$ cat config.mk
export PLATFORM = sky130hd
export DESIGN_NAME = char_uart_tx
export DESIGN_NICKNAME = d
export VERILOG_FILES = /design/src/rtl/char_uart_tx.sv
export SDC_FILE = /design/constraint.sdc
export NUM_CORES = 1
export LEC_CHECK = 0
export CORE_ASPECT_RATIO = 1.75
export CORE_UTILIZATION = 50
export CTS_CLUSTER_SIZE = 30
export DETAILED_ROUTE_END_ITERATION = 8
export PLACE_DENSITY = 0.68
export SYNTH_ARGS = -nofsm -noshare
export SYNTH_HDL_FRONTEND = slang
export SYNTH_SLANG_ARGS = --single-unit
$ cat constraint.sdc
create_clock -name i_clk -period 3.4 [get_ports i_clk]
set_input_delay 0.51 -clock i_clk [delete_from_list [all_inputs] [get_ports i_clk]]
set_output_delay 0.51 -clock i_clk [all_outputs]
set_load 0.02 [all_outputs]
$ cat src/rtl/char_uart_tx.sv
// Byte FIFO feeding a UART transmitter: 8N1 by default, 8E1 when the
// CHAR_UART_TX_PARITY_EN macro is defined (even parity bit after the data bits).
module char_uart_tx #(
    parameter int CLKS_PER_BIT = 434,
    parameter int FIFO_DEPTH   = 16
) (
    input  logic                        i_clk,
    input  logic                        i_rst_n,
    input  logic [7:0]                  i_data,
    input  logic                        i_valid,
    output logic                        o_ready,
    output logic                        o_tx,
    output logic                        o_busy,
    output logic [$clog2(FIFO_DEPTH):0] o_fifo_count,
    output logic                        o_overflow
);
    localparam int AW = $clog2(FIFO_DEPTH);
    localparam int CW = AW + 1;
    localparam int TW = $clog2(CLKS_PER_BIT);
    localparam logic [TW-1:0] BIT_LAST = TW'(CLKS_PER_BIT - 1);
    localparam logic [CW-1:0] FULL_CNT = CW'(FIFO_DEPTH);

    typedef enum logic [2:0] {
        IDLE   = 3'd0,
        START  = 3'd1,
        DATA   = 3'd2,
`ifdef CHAR_UART_TX_PARITY_EN
        PARITY = 3'd3,
`endif
        STOP   = 3'd4
    } state_t;

    logic [7:0]    mem_q [FIFO_DEPTH];
    logic [AW-1:0] wr_ptr_q, rd_ptr_q;
    logic [CW-1:0] count_q, count_d;
    logic          ready_q, overflow_q;
    logic          push, pop, bit_done;
    logic [7:0]    head_byte;

    state_t        state_q;
    logic [TW-1:0] timer_q;
    logic [2:0]    bit_cnt_q;
    logic [7:0]    shift_q;
    logic          tx_q, busy_q;
`ifdef CHAR_UART_TX_PARITY_EN
    logic          parity_q;
`endif

    // Pops happen only from IDLE or on the last cycle of STOP, never when empty.
    // NOTE: every signal gets a default at the top of always_comb so no path leaves it unassigned (no latch).
    always_comb begin
        bit_done  = (timer_q == BIT_LAST);
        head_byte = mem_q[rd_ptr_q];
        push      = i_valid && ready_q;
        pop       = (count_q != '0) &&
                    ((state_q == IDLE) || ((state_q == STOP) && bit_done));
        count_d   = count_q;
        if (push && !pop) begin
            count_d = count_q + CW'(1);
        end else if (pop && !push) begin
            count_d = count_q - CW'(1);
        end
    end

    // NOTE: sequential state uses non-blocking assignments so every register samples pre-edge values.
    always_ff @(posedge i_clk or negedge i_rst_n) begin
        if (!i_rst_n) begin
            wr_ptr_q   <= '0;
            rd_ptr_q   <= '0;
            count_q    <= '0;
            ready_q    <= 1'b1;
            overflow_q <= 1'b0;
        end else begin
            if (push) wr_ptr_q <= wr_ptr_q + AW'(1);
            if (pop)  rd_ptr_q <= rd_ptr_q + AW'(1);
            count_q <= count_d;
            ready_q <= (count_d != FULL_CNT);
            if (i_valid && !ready_q) overflow_q <= 1'b1;
        end
    end

    // NOTE: storage is not reset; the pointers and count decide which entries are meaningful.
    always_ff @(posedge i_clk) begin
        if (push) mem_q[wr_ptr_q] <= i_data;
    end

    always_ff @(posedge i_clk or negedge i_rst_n) begin
        if (!i_rst_n) begin
            state_q   <= IDLE;
            timer_q   <= '0;
            bit_cnt_q <= '0;
            shift_q   <= '0;
            tx_q      <= 1'b1;
            busy_q    <= 1'b0;
`ifdef CHAR_UART_TX_PARITY_EN
            parity_q  <= 1'b0;
`endif
        end else begin
            timer_q <= bit_done ? '0 : timer_q + TW'(1);
            case (state_q)
                IDLE: begin
                    timer_q <= '0;
                    if (pop) begin
                        shift_q  <= head_byte;
`ifdef CHAR_UART_TX_PARITY_EN
                        parity_q <= ^head_byte;
`endif
                        state_q  <= START;
                        tx_q     <= 1'b0;
                        busy_q   <= 1'b1;
                    end
                end
                START: begin
                    if (bit_done) begin
                        state_q   <= DATA;
                        tx_q      <= shift_q[0];
                        bit_cnt_q <= '0;
                    end
                end
                DATA: begin
                    if (bit_done) begin
                        if (bit_cnt_q == 3'd7) begin
`ifdef CHAR_UART_TX_PARITY_EN
                            state_q <= PARITY;
                            tx_q    <= parity_q;
`else
                            state_q <= STOP;
                            tx_q    <= 1'b1;
`endif
                        end else begin
                            bit_cnt_q <= bit_cnt_q + 3'd1;
                            shift_q   <= shift_q >> 1;
                            tx_q      <= shift_q[1];
                        end
                    end
                end
`ifdef CHAR_UART_TX_PARITY_EN
                PARITY: begin
                    if (bit_done) begin
                        state_q <= STOP;
                        tx_q    <= 1'b1;
                    end
                end
`endif
                STOP: begin
                    if (bit_done) begin
                        if (pop) begin
                            shift_q  <= head_byte;
`ifdef CHAR_UART_TX_PARITY_EN
                            parity_q <= ^head_byte;
`endif
                            state_q  <= START;
                            tx_q     <= 1'b0;
                        end else begin
                            state_q <= IDLE;
                            tx_q    <= 1'b1;
                            busy_q  <= 1'b0;
                        end
                    end
                end
                default: begin
                    state_q <= IDLE;
                    tx_q    <= 1'b1;
                    busy_q  <= 1'b0;
                end
            endcase
        end
    end

    assign o_ready      = ready_q;
    assign o_tx         = tx_q;
    assign o_busy       = busy_q;
    assign o_fifo_count = count_q;
    assign o_overflow   = overflow_q;

endmodule

# Word-level counts from Yosys, hierarchy flattened

Memory sizes are Yosys's and may differ from the RTL's.
Cells that the tools add are included.

Register bits: 40
RAM bits: 128
Output and inout bits: 9
Word-level logic and storage cells: 85
Memories kept: 1

Memories:

| name  | depth | width | read ports | clocked after memory_dff | write ports | RTL line | RTL |
|---|---|---|---|---|---|---|---|
| mem_q | 16    | 8     | 1          | 0                        | 1           | 33       | `logic [7:0] mem_q [FIFO_DEPTH];` |

Add/sub/neg operators: 6
Eq/ne operators: 13
Muxes and demuxes: 33
Bitwise operators: 1
Reduce and logical (&&, ||, !) cells: 20

Operator list:

| kind                  | number |
|---|---|
| $mux W8               | 4 |
| $mux W3               | 8 |
| $pmux W8 S3           | 1 |
| $mux W9               | 2 |
| $reduce_and A4 Y1     | 4 |
| $ne A2 B2 Y1 const B  | 7 |
| $mux W1               | 12 |
| $pmux W3 S4           | 1 |
| $mux W5               | 2 |
| $add A9 B1 Y9 const B | 1 |
| $eq A9 B9 Y1 const B  | 1 |
| $add A4 B1 Y4 const B | 2 |
| $eq A3 B3 Y1 const B  | 2 |
| $logic_and A1 B1 Y1   | 6 |
| $pmux W3 S2           | 1 |
| $add A5 B1 Y5 const B | 1 |
| $ne A5 B5 Y1 const B  | 1 |
| $reduce_and A5 Y1     | 1 |
| $reduce_bool A5 Y1    | 1 |
| $sub A5 B1 Y5 const B | 1 |
| $pmux W1 S4           | 1 |
| $add A3 B1 Y3 const B | 1 |
| $eq A3 B1 Y1 const B  | 1 |
| $eq A3 B2 Y1 const B  | 1 |
| 8 further kinds       | 10 |

# Depth between registers and ports, before layout

Depth in word-level cells: 8
Gate-level depth with buffers: 10

# Worst setup path after synthesis

OpenSTA, ideal clock, no wires.

Kind: register -> register
Start point: reg count_q[0] (netlist: o_fifo_count[0])
End point: reg ready_q (netlist: o_ready)
Setup time: 0.086 ns
Arrival: 2.552 ns
Data required time: 3.314 ns
Path slack: 0.762 ns
Cell stages (with the launch flop): 9
Path buffers: 0
Period minus slack after synthesis: 2.638 ns
Cell sequence: dfrtp_1 > inv_1 > ha_1 > nor4b_2 > or4_4 > or3b_4 > a211oi_2 > a31oi_1 > a2111o_1

Word-level cells in the longest chain between the ends: 6
Elaborated cells on any way between the ends: 10

RTL lines:

| what                                                                  | RTL line | RTL |
|---|---|---|
| start: declaration                                                    | 35       | `logic [CW-1:0] count_q, count_d;` |
| start signal: assignment                                              | 76       | `count_q <= count_d;` |
| parallel branches: the longest is 4 deep, another holds $sub A5 B1 Y5 | -        |  |
| $mux W5 (*)                                                           | 58       | `if (push && !pop) begin` |
| $ne A5 B5 Y1 (*)                                                      | 77       | `ready_q <= (count_d != FULL_CNT);` |
| end signal: assignment                                                | 77       |  |
| end: declaration                                                      | 36       | `logic ready_q, overflow_q;` |

Every way passes the cells marked *.
A chain may end at the register's enable or synchronous reset.

# Final worst setup path

Ends and elaborated chain as after synthesis.

==> flow_summary.json <==
{
  "dp_hpwl_um": 9290,
  "rr_endpoint": "o_ready",
  "ys_seq_elements": 168,
  "initial_core_util_pct": 51.6,
  "peakVddDrop_mv": 0.328,
  "fillers": 1006,
  "crit_path_end_kind": "flop",
  "firstDrtPassIters": 5,
  "finalCritPeriodShare_pct": 77.6,
  "row_count": 56,
  "total_leakage_power_uw": 0.00278,
  "drc": 0,
  "fin_tns_setup_ns": 0,
  "grt_max_degree": 41,
  "max_slew_margin_pct": 38.9,
  "cts_hold_buf": 0,
  "syn_nets": 446,
  "wl_per_cell_um": 21.3,
  "grt_pass1_vias": 3991,
  "cts.sinks": 168,
  "n_antenna_cell": 0,
  "hold_path.class": "input port to async pin",
  "clock_skew_ns": 0.0115,
  "yosysSeqAreaShare_pct": 69.5,
  "numPortBuffers": 19,
  "status": "completed",
  "die_w_um": 91.3,
  "netlist-cell-type-count": 49,
  "setup_viol_count_final": 0,
  "cts_setup_buffers": 0,
  "synth_area_per_cell_um2": 16.5,
  "synth_top_flop_cell": "edfxtp_1",
  "setup.worst_path.class": "flop to flop",
  "path_clk_slew_ns": 0.06,
  "netlist_instances": 423,
  "cpPeakStageDelay_ns": 0.51,
  "core_area_mm2": 0.0135,
  "grt_pass1_wl_um": 21600,
  "ant_nets": 0,
  "worstPathCellList": "inv_1, ha_1, nor4b_2, or4_4, or3b_4, a211oi_2, a31oi_1, a2111o_1",
  "cts.path.max_buffers": 2,
  "critPathArrivalTime_ns": 2.99,
  "hold_violations": 0,
  "rsz0062_at_grt": "no",
  "yosysWarningCount": 0,
  "cts_root_buffer": "clkbuf_16",
  "h-tree-depth": 4,
  "r2r-start": "o_fifo_count[0]",
  "synthArstFlopShare_pct": 23.8,
  "cp_slowest_cell": "or4_4",
  "max_freq_ghz": 0.379,
  "cp-start-kind": "flop",
  "synth_edf_count": 128,
  "p_per_area_mw_per_mm2": 632,
  "grt_overflow": 0,
  "worstPathRequired_ns": 3.75,
  "cap_violations": 0,
  "cts-buffers-inserted": 17,
  "post_drt_via_cell_ratio": 5.83,
  "track_usage_pct": 21.0,
  "worstSkewPairLatency_ns": 0.42,
  "finalMaxSlewViolations": 0,
  "r2r_slack_ns": 0.76,
  "drive_above_1_share_pct": 19.9,
  "reg2reg_depth": 8,
  "final_nets": 478,
  "layout_common_cells": "edfxtp_1 (128), mux4_2 (39), nor2_1 (37), dfrtp_1 (37), nand2_1 (36)",
  "worstMarginPinSlew_ns": 0.917,
  "fin_util_pct": 58.9,
  "drt_iter0_drc": 193,
  "cts_tree": "built",
  "die_area_mm2": 0.0145,
  "antenna_found_initial": 0,
  "cts-resized-gates": 0,
  "drt_wl_total_um": 13700,
  "vias": 3740,
  "path_max_fanout": 6,
  "netlist_area_mm2": 0.00698,
  "num_io_pins": 20,
  "gp_congestion": 0.821,
  "min_period_ns": 2.64,
  "die_height_um": 158,
  "final_common_cell": "edfxtp_1",
  "area_growth_pct": 14.1
}
==> synthesized netlist by cell type, drive strengths merged (3+ instances only) <==
master | count | share of area (%)
xor2 | 4 | 0.50
nand3 | 9 | 0.65
or2 | 5 | 0.45
nand2 | 36 | 1.9
nor3 | 6 | 0.43
nor2 | 37 | 2.0
ha | 12 | 2.2
a31oi | 8 | 0.72
mux2i | 3 | 0.43
dfrtp | 38 | 14
clkbuf | 10 | 0.54
xnor2 | 12 | 1.5
buf | 9 | 0.59
edfxtp | 128 | 55
mux4 | 39 | 13
a211oi | 3 | 0.39
inv | 12 | 0.65
or3 | 3 | 0.27
a21oi | 7 | 0.50
o21ai | 9 | 0.65
==> critical path, delay by kind of cell, from the launching register on <==
kind	cells	cell delay, ns
buffers and inverters	1	0.15
AOI/OAI and AO/OA	3	0.65
and+or+nand+nor	3	1.09
DFF	1	0.45
adders and majority gates	1	0.21
==> layout make-up <==
type / count / area, um2 / area share, %
clock buffers: 18 / 429 / 5.39
clock inverters: 13 / 121 / 1.52
inverters: 12 / 45.0 / 0.566
multi-input cells: 224 / 2010 / 25.2
flip-flops and latches: 168 / 4850 / 60.9
well taps: 174 / 218 / 2.73
repair buffers: 32 / 295 / 3.71
==> how the worst max path moves through the flow <==
stage                          startpoint       to  cells after the start
after CTS                 o_fifo_count[0]  o_ready                      8
after floorplan           o_fifo_count[0]  o_ready                      8
after global placement            i_valid  o_ready                      7
after global routing      o_fifo_count[0]  o_ready                      8
final                     o_fifo_count[0]  o_ready                      8
after detailed placement          i_valid  o_ready                      7
==> cells by family (layout without fill, tap and decap cells) <==
logic type	Yosys count	in the layout	synth area share, %
buffers and inverters	31	75	1.78
XOR/XNOR	16	16	2.01
flip-flops	168	168	69.5
AND/OR/NAND/NOR	111	111	7.46
AO/OA/AOI/OAI	43	43	4.12
multiplexers	42	42	13.0
adder cells (fa/ha/maj)	12	12	2.15
==> power breakdown <==
group	total (uW)	switching, uW	leakage [uW]	internal [uW]
clock network	1790	785	0.000257	1010
registers	2570	129	0.00164	2440
logic	675	396	0.000875	279
==> state kept, by name, indices dropped and copies added (netlist names) <==
signal / count
timer_q: 9
o_overflow: 1
o_fifo_count: 5
o_tx: 1
o_busy: 1
o_ready: 1
bit_cnt_q: 3
state_q: 3
mem_q: 128
wr_ptr_q: 4
rd_ptr_q: 4
shift_q: 8
==> stage by stage <==
step                total power [uW]  hold WS, ns  setup slack, ns  instances  area (um2)
detailed placement              3290        0.458            0.698        610        7410
finish                          5040        0.212            0.760        641        7960
global route                    5230        0.273            0.591        641        7960
global placement                3260        0.445            0.734        610        7410
floorplan                       2990        0.214            0.762        423        6980
CTS                             5080        0.244            0.752        641        7960
==> routing by layer <==
metal,vias to the layer above,routed length [um],global-route usage (%)
met2,78,7740,39.5
met5,-,0,0
met1,1944,5050,22.1
met4,0,479,11.3
li1,1686,-,-
met3,32,401,3.77
Power figures use the tool's default switching activity.
